**src/rtl/axis_weight_packer.sv**
```systemverilog
// axis_weight_packer
// Packs a narrow AXI-Stream of weight words into wide beats for the weight
// rotator. A config handshake sets the packet length in words. The final,
// possibly partial, beat carries tkeep for the used lanes and tlast.
//
// Ports:
//   aclk, areset         clock and synchronous active-high reset
//   cfg_valid/cfg_ready  packet config handshake; cfg_words = packet length
//   s_axis_*             narrow input stream, one weight word per transfer
//   m_axis_*             wide output stream (tdata/tkeep/tlast)
//   err_len              sticky tlast/count mismatch flag
//
// Optional feature: define AXIS_WEIGHT_PACKER_CHECK_EN to compare the input
// s_axis_tlast against the configured count and raise err_len on a mismatch.
// When the macro is undefined, s_axis_tlast is ignored and err_len is 0.
module axis_weight_packer #(
  parameter int WORD_WIDTH         = 8,
  parameter int S_WEIGHTS_WIDTH_HF = 128,
  parameter int BITS_WORDS         = 20
) (
  input  logic                            aclk,
  input  logic                            areset,
  input  logic                            cfg_valid,
  output logic                            cfg_ready,
  input  logic [BITS_WORDS-1:0]           cfg_words,
  input  logic                            s_axis_tvalid,
  output logic                            s_axis_tready,
  input  logic [WORD_WIDTH-1:0]           s_axis_tdata,
  input  logic                            s_axis_tlast,
  output logic                            m_axis_tvalid,
  input  logic                            m_axis_tready,
  output logic [S_WEIGHTS_WIDTH_HF-1:0]   m_axis_tdata,
  output logic [S_WEIGHTS_WIDTH_HF/8-1:0] m_axis_tkeep,
  output logic                            m_axis_tlast,
  output logic                            err_len
);

  localparam int LANES  = S_WEIGHTS_WIDTH_HF / WORD_WIDTH;
  localparam int BPW    = WORD_WIDTH / 8;
  localparam int KEEP_W = S_WEIGHTS_WIDTH_HF / 8;
  localparam int LANE_W = (LANES > 1) ? $clog2(LANES) : 1;

  typedef enum logic [1:0] {
    ST_IDLE  = 2'd0,
    ST_PACK  = 2'd1,
    ST_DRAIN = 2'd2
  } state_t;

  state_t                        r_state;
  state_t                        w_state_next;
  logic                          r_cfg_ready;
  logic [BITS_WORDS-1:0]         r_remaining;
  logic [LANE_W-1:0]             r_lane;
  logic [S_WEIGHTS_WIDTH_HF-1:0] r_asm_data;
  logic [KEEP_W-1:0]             r_asm_keep;
  logic                          r_asm_last;
  logic                          r_asm_full;
  logic [S_WEIGHTS_WIDTH_HF-1:0] r_out_data;
  logic [KEEP_W-1:0]             r_out_keep;
  logic                          r_out_last;
  logic                          r_out_valid;

  logic                          w_cfg_fire;
  logic                          w_accept;
  logic                          w_out_free;
  logic                          w_last_word;
  logic                          w_new_complete;
  logic                          w_new_to_out;
  logic [S_WEIGHTS_WIDTH_HF-1:0] w_new_data;
  logic [KEEP_W-1:0]             w_new_keep;

  assign cfg_ready      = r_cfg_ready;
  assign w_cfg_fire     = cfg_valid & r_cfg_ready;
  // Output register can take a beat if empty or emptying this cycle.
  assign w_out_free     = ~r_out_valid | m_axis_tready;
  // A complete beat stuck behind a stalled output register blocks input.
  assign s_axis_tready  = (r_state == ST_PACK) & ~(r_asm_full & ~w_out_free);
  assign w_accept       = s_axis_tvalid & s_axis_tready;
  assign w_last_word    = (r_remaining == BITS_WORDS'(1));
  assign w_new_complete = (r_lane == LANE_W'(LANES - 1)) | w_last_word;
  // A beat completed by this word bypasses the assembly register when it can;
  // a waiting complete beat has priority for the output register.
  assign w_new_to_out   = w_accept & w_new_complete & w_out_free & ~r_asm_full;

  assign m_axis_tvalid  = r_out_valid;
  assign m_axis_tdata   = r_out_data;
  assign m_axis_tkeep   = r_out_keep;
  assign m_axis_tlast   = r_out_last;

  // Assembly beat with the incoming word merged into its lane.
  always_comb begin
    // A full assembly register is always leaving when a word is accepted,
    // so the new word starts from a cleared beat.
    if (r_asm_full) begin
      w_new_data = {S_WEIGHTS_WIDTH_HF{1'b0}};
      w_new_keep = {KEEP_W{1'b0}};
    end else begin
      w_new_data = r_asm_data;
      w_new_keep = r_asm_keep;
    end
    w_new_data[r_lane*WORD_WIDTH +: WORD_WIDTH] = s_axis_tdata;
    w_new_keep[r_lane*BPW +: BPW]               = {BPW{1'b1}};
  end

  // Next-state logic for the packet FSM.
  always_comb begin
    w_state_next = r_state;
    case (r_state)
      ST_IDLE: begin
        if (w_cfg_fire && (cfg_words != {BITS_WORDS{1'b0}})) begin
          w_state_next = ST_PACK;
        end else begin
          w_state_next = ST_IDLE;
        end
      end
      ST_PACK: begin
        if (w_accept && w_last_word) begin
          w_state_next = ST_DRAIN;
        end else begin
          w_state_next = ST_PACK;
        end
      end
      ST_DRAIN: begin
        // Done once nothing waits in assembly and the output beat leaves now.
        if (!r_asm_full && (!r_out_valid || m_axis_tready)) begin
          w_state_next = ST_IDLE;
        end else begin
          w_state_next = ST_DRAIN;
        end
      end
      default: begin
        w_state_next = ST_IDLE;
      end
    endcase
  end

  // FSM state register and registered cfg_ready.
  always_ff @(posedge aclk) begin
    if (areset) begin
      r_state     <= ST_IDLE;
      r_cfg_ready <= 1'b0;
    end else begin
      r_state     <= w_state_next;
      r_cfg_ready <= (w_state_next == ST_IDLE);
    end
  end

  // Word counter, lane pointer, assembly and output beat registers.
  always_ff @(posedge aclk) begin
    if (areset) begin
      r_remaining <= {BITS_WORDS{1'b0}};
      r_lane      <= {LANE_W{1'b0}};
      r_asm_data  <= {S_WEIGHTS_WIDTH_HF{1'b0}};
      r_asm_keep  <= {KEEP_W{1'b0}};
      r_asm_last  <= 1'b0;
      r_asm_full  <= 1'b0;
      r_out_data  <= {S_WEIGHTS_WIDTH_HF{1'b0}};
      r_out_keep  <= {KEEP_W{1'b0}};
      r_out_last  <= 1'b0;
      r_out_valid <= 1'b0;
    end else begin
      if (w_cfg_fire) begin
        r_remaining <= cfg_words;
        r_lane      <= {LANE_W{1'b0}};
      end else if (w_accept) begin
        r_remaining <= r_remaining - BITS_WORDS'(1);
        r_lane      <= (r_lane == LANE_W'(LANES - 1)) ? {LANE_W{1'b0}} : r_lane + LANE_W'(1);
      end

      if (w_accept && !w_new_to_out) begin
        r_asm_data <= w_new_data;
        r_asm_keep <= w_new_keep;
        r_asm_last <= w_last_word;
        r_asm_full <= w_new_complete;
      end else if (w_new_to_out || (r_asm_full && w_out_free)) begin
        r_asm_data <= {S_WEIGHTS_WIDTH_HF{1'b0}};
        r_asm_keep <= {KEEP_W{1'b0}};
        r_asm_last <= 1'b0;
        r_asm_full <= 1'b0;
      end

      if (r_asm_full && w_out_free) begin
        r_out_data  <= r_asm_data;
        r_out_keep  <= r_asm_keep;
        r_out_last  <= r_asm_last;
        r_out_valid <= 1'b1;
      end else if (w_new_to_out) begin
        r_out_data  <= w_new_data;
        r_out_keep  <= w_new_keep;
        r_out_last  <= w_last_word;
        r_out_valid <= 1'b1;
      end else if (m_axis_tready) begin
        r_out_valid <= 1'b0;
      end
    end
  end

`ifdef AXIS_WEIGHT_PACKER_CHECK_EN
  logic r_err_len;

  // Sticky flag: producer's tlast disagrees with the configured count.
  always_ff @(posedge aclk) begin
    if (areset) begin
      r_err_len <= 1'b0;
    end else if (w_accept && (s_axis_tlast != w_last_word)) begin
      r_err_len <= 1'b1;
    end
  end

  assign err_len = r_err_len;
`else
  logic w_unused_tlast;
  assign w_unused_tlast = s_axis_tlast;
  assign err_len        = 1'b0;
`endif

endmodule

```
**config.mk**
```make
export PLATFORM = sky130hd
export DESIGN_NAME = axis_weight_packer
export DESIGN_NICKNAME = d
export VERILOG_FILES = /design/src/rtl/axis_weight_packer.sv
export SDC_FILE = /design/constraint.sdc
export NUM_CORES = 1
export LEC_CHECK = 0
export ABC_CLOCK_PERIOD_IN_PS = 3970
export CAP_MARGIN = 10
export CORE_MARGIN = 1.5
export CORE_UTILIZATION = 56
export DETAILED_ROUTE_END_ITERATION = 16
export GPL_TIMING_DRIVEN = 0
export PLACE_DENSITY = 0.83
export SYNTH_ARGS = -nofsm -noshare
export SYNTH_HDL_FRONTEND = slang
export SYNTH_SLANG_ARGS = --single-unit
```
**constraint.sdc**
```tcl
create_clock -name aclk -period 3.97 [get_ports aclk]
set_clock_uncertainty 0.1 [all_clocks]
set_input_delay 0.794 -clock aclk [delete_from_list [all_inputs] [get_ports aclk]]
set_output_delay 0.794 -clock aclk [all_outputs]
set_load 0.01 [all_outputs]
```
==> out/qor.yml <==
outcome: "completed"
clk_pin_slew_ns: 0.06
port_buffers: 172
slew_headroom_pct: 18.1
placed_cells: 2106
postCtsHoldBufs: 0
drv_cap: 0
r2r-end: "r_asm_data[71]"
setup_viol: 0
layout_common_cells: "319 x dfxtp_1, 172 x clkdlybuf4s50_1, 150 x a21oi_1"
worstReg2RegStart: "r_lane[0]"
seqPwrFrac_pct: 48.0
async_reset_ff_share_pct: 0
drtIter0Drc: 2024
ys.flop_type: "dfxtp_1"
cts_sinks: 319
synthTopCellsByArea: "dfxtp_1 43%, a22o_1 6.5%, a21oi_1 5.1%"
setup_ws_ns: 0.113
drv_slew: 0
viasPerCell: 6.89
post-cts-setup-buffers: 0
cpPeakStageDelay_ns: 0.92
place_ws_ns: 0.144
htree_levels: 2
crit_chain: "clkbuf_1 -> inv_1 -> ha_1 -> clkbuf_1 -> and3b_1 -> o211ai_1 -> nand2_1 -> o31ai_2 -> a22o_1"
routedWlPerCell_um: 23.7
cts-buffers-inserted: 34
final_nets: 1849
drive_gt1_share_pct: 10.2
cp_slowest_cell: "o211ai_1"
rrSetupSlack_ns: 0.11
cts_tree: "yes"
postRouteAntennaNets: 0
setup.worst_path.start_class: "register"
critPathKind: "reg2reg"
period_share_pct: 97.2
ys_types: 68
syn_inst: 1599
final.setup.tns_ns: 0
worst_pin_slew_ns: 1.22
crit_end: "r_asm_data[71]"
syn_to_final_growth_pct: 21.7
seq_area_frac_synth_pct: 43.0
synth_edf_count: 0
fillers: 2059
ys_seq_elements: 319
antenna_found_initial: 1
drt_wl_total_um: 51400
ctsResizeCount: 0
rows: 59
cp_max_fo: 10
layout_min_cycle_time_ns: 3.86
swShare_pct: 24.6
final_cell_count_no_fill: 2168
coreArea_mm2: 0.0261
die_h_um: 166
clock_latency_ns: 0.53
grtUsageTotal_pct: 35.7
gp_congestion: 0.972
finalHoldViolCount: 0
cts_buffer_depth: 3
synth_nets: 1640
cts-root-buf: "clkbuf_16"
die_width_um: 166
netlist.top_cell.by_area: "dfxtp_1"
hold_class: "reg2reg"
finish.utilization_pct: 69.3
vias: 14941
grt_pass1_vias: 14081
first_pass_iters: 7
power_leakage_uw: 0.00603
seqCellArea_mm2: 0.00639
vdd_drop_max_mv: 0.327
multiInputGateArea_mm2: 0.00765
total_power_uw: 6790
cp.arrival_ns: 4.21
rsz0062_at_grt: "no"
yosysTopAreaCellShare_pct: 43.0
yosys_warnings: 0
crit_top_cell: "clkbuf_1"
overflow: 0
p_per_area_mw_per_mm2: 376
worstPathRequired_ns: 4.33
p_int_uw: 5120
reg2regPathDepth: 9
hpwl_um: 35100
dieArea_mm2: 0.0275
combinationalPowerShare_pct: 6.3
synth_area_mm2: 0.0148
switching_power_uw: 1670
avgSynthCellArea_um2: 9.28
ios: 183
end_kind: "register"
fmax_mhz: 259
initial_core_util_pct: 57.0
post-route-drc-count: 0
grt_pass1_wl_um: 78700
layout_commonest_cell: "dfxtp_1"
power_frac_clock_pct: 45.7
grt_max_degree: 15
critPathLaunch: "r_lane[0]"
==> synth_stat cells (6+ instances only) <==
master / number
buf_2: 38
nor2b_1: 18
a21o_1: 15
o41ai_2: 6
and3_1: 18
nand2_1: 68
nand4_1: 37
a32oi_1: 7
nor4_4: 8
a311oi_1: 20
buf_1: 21
xor2_1: 15
clkbuf_1: 103
nand3_1: 66
nor3_1: 25
o21a_1: 13
nor2_1: 51
buf_4: 10
ha_1: 7
a22oi_1: 35
a211oi_1: 97
nor4_1: 18
a21oi_1: 150
o21ai_0: 68
a22o_1: 110
mux2i_1: 49
a32o_1: 7
a222oi_1: 8
mux2_2: 35
and3b_1: 10
inv_1: 8
dfxtp_1: 319
nand2b_1: 9
a31oi_1: 37
a221oi_1: 17
nor3_2: 9
==> worst min-delay path by stage <==
stage	startpoint	endpoint	slack, ns	depth (start not counted)
3_5_place_dp	r_asm_keep[3]	r_asm_keep[3]	0.34	1
5_1_grt	r_asm_keep[3]	r_asm_keep[3]	0.37	1
2_1_floorplan	r_asm_keep[12]	r_asm_keep[12]	0.33	1
3_3_place_gp	r_asm_keep[3]	r_asm_keep[3]	0.33	1
4_1_cts	r_asm_keep[6]	r_asm_keep[6]	0.35	1
6_report	r_asm_keep[6]	r_asm_keep[6]	0.35	1
==> worst max-delay path: cells and delay by family (launching register included) <==
kind,cells,cell delay [ns]
flops,1,0.52
compound gates,3,1.85
buf+inv,3,0.67
simple gates,2,0.40
fa+ha+maj,1,0.22
==> cells by family after synthesis <==
kind of cell	count (synthesis)	synth area share, %
other	1	0.0253
adders and majority gates	7	0.590
AOI/OAI and AO/OA	614	29.4
and+or+nand+nor	367	14.3
buffers and inverters	186	5.45
xor gates and xnor gates	21	1.29
DFF	319	43.0
muxes	84	5.96
==> stage by stage <==
| stage | hold WS (ns) | cell area [um^2] |
|---|---|---|
| 5_1_grt | 0.374 | 18100 |
| 3_5_place_dp | 0.343 | 17000 |
| 2_1_floorplan | 0.327 | 14800 |
| 6_report | 0.352 | 18100 |
| 3_3_place_gp | 0.334 | 17000 |
| 4_1_cts | 0.355 | 18000 |
==> cell type report <==
type | count | area share (%)
Multi-Input combinational cell | 1094 | 42.4
Inverter | 8 | 0.166
Timing Repair Buffer | 173 | 9.56
Buffer | 178 | 4.32
Sequential cell | 319 | 35.4
Tap cell | 335 | 2.32
Clock buffer | 48 | 5.28
Clock inverter | 12 | 0.616
Antenna cell | 1 | 0.0139
==> registers in the layout (all words and copies together), names as in the netlist <==
signal / cells
cfg_ready: 1
m_axis_tdata: 128
m_axis_tkeep: 16
m_axis_tlast: 1
m_axis_tvalid: 1
r_asm_data: 128
r_asm_full: 1
r_asm_keep: 16
r_asm_last: 1
r_lane: 4
r_remaining: 20
r_state: 2
==> per-layer routing <==
layer	GRT usage, %	wire (um)
met1	45.1	19300
met2	56.6	22900
met3	6.51	5810
met4	22.0	3450
met5	0	0
==> power by group through the flow <==
stage / Clock (uW) / Sequential, uW / Combinational, uW
after floorplan: 0 / 3320 / 261
after global placement: 0 / 3330 / 399
after detailed placement: 0 / 3330 / 409
after CTS: 3090 / 3260 / 412
after global routing: 3230 / 3260 / 449
final: 3100 / 3260 / 429
Note: power is estimated with default switching activity, not from simulation.
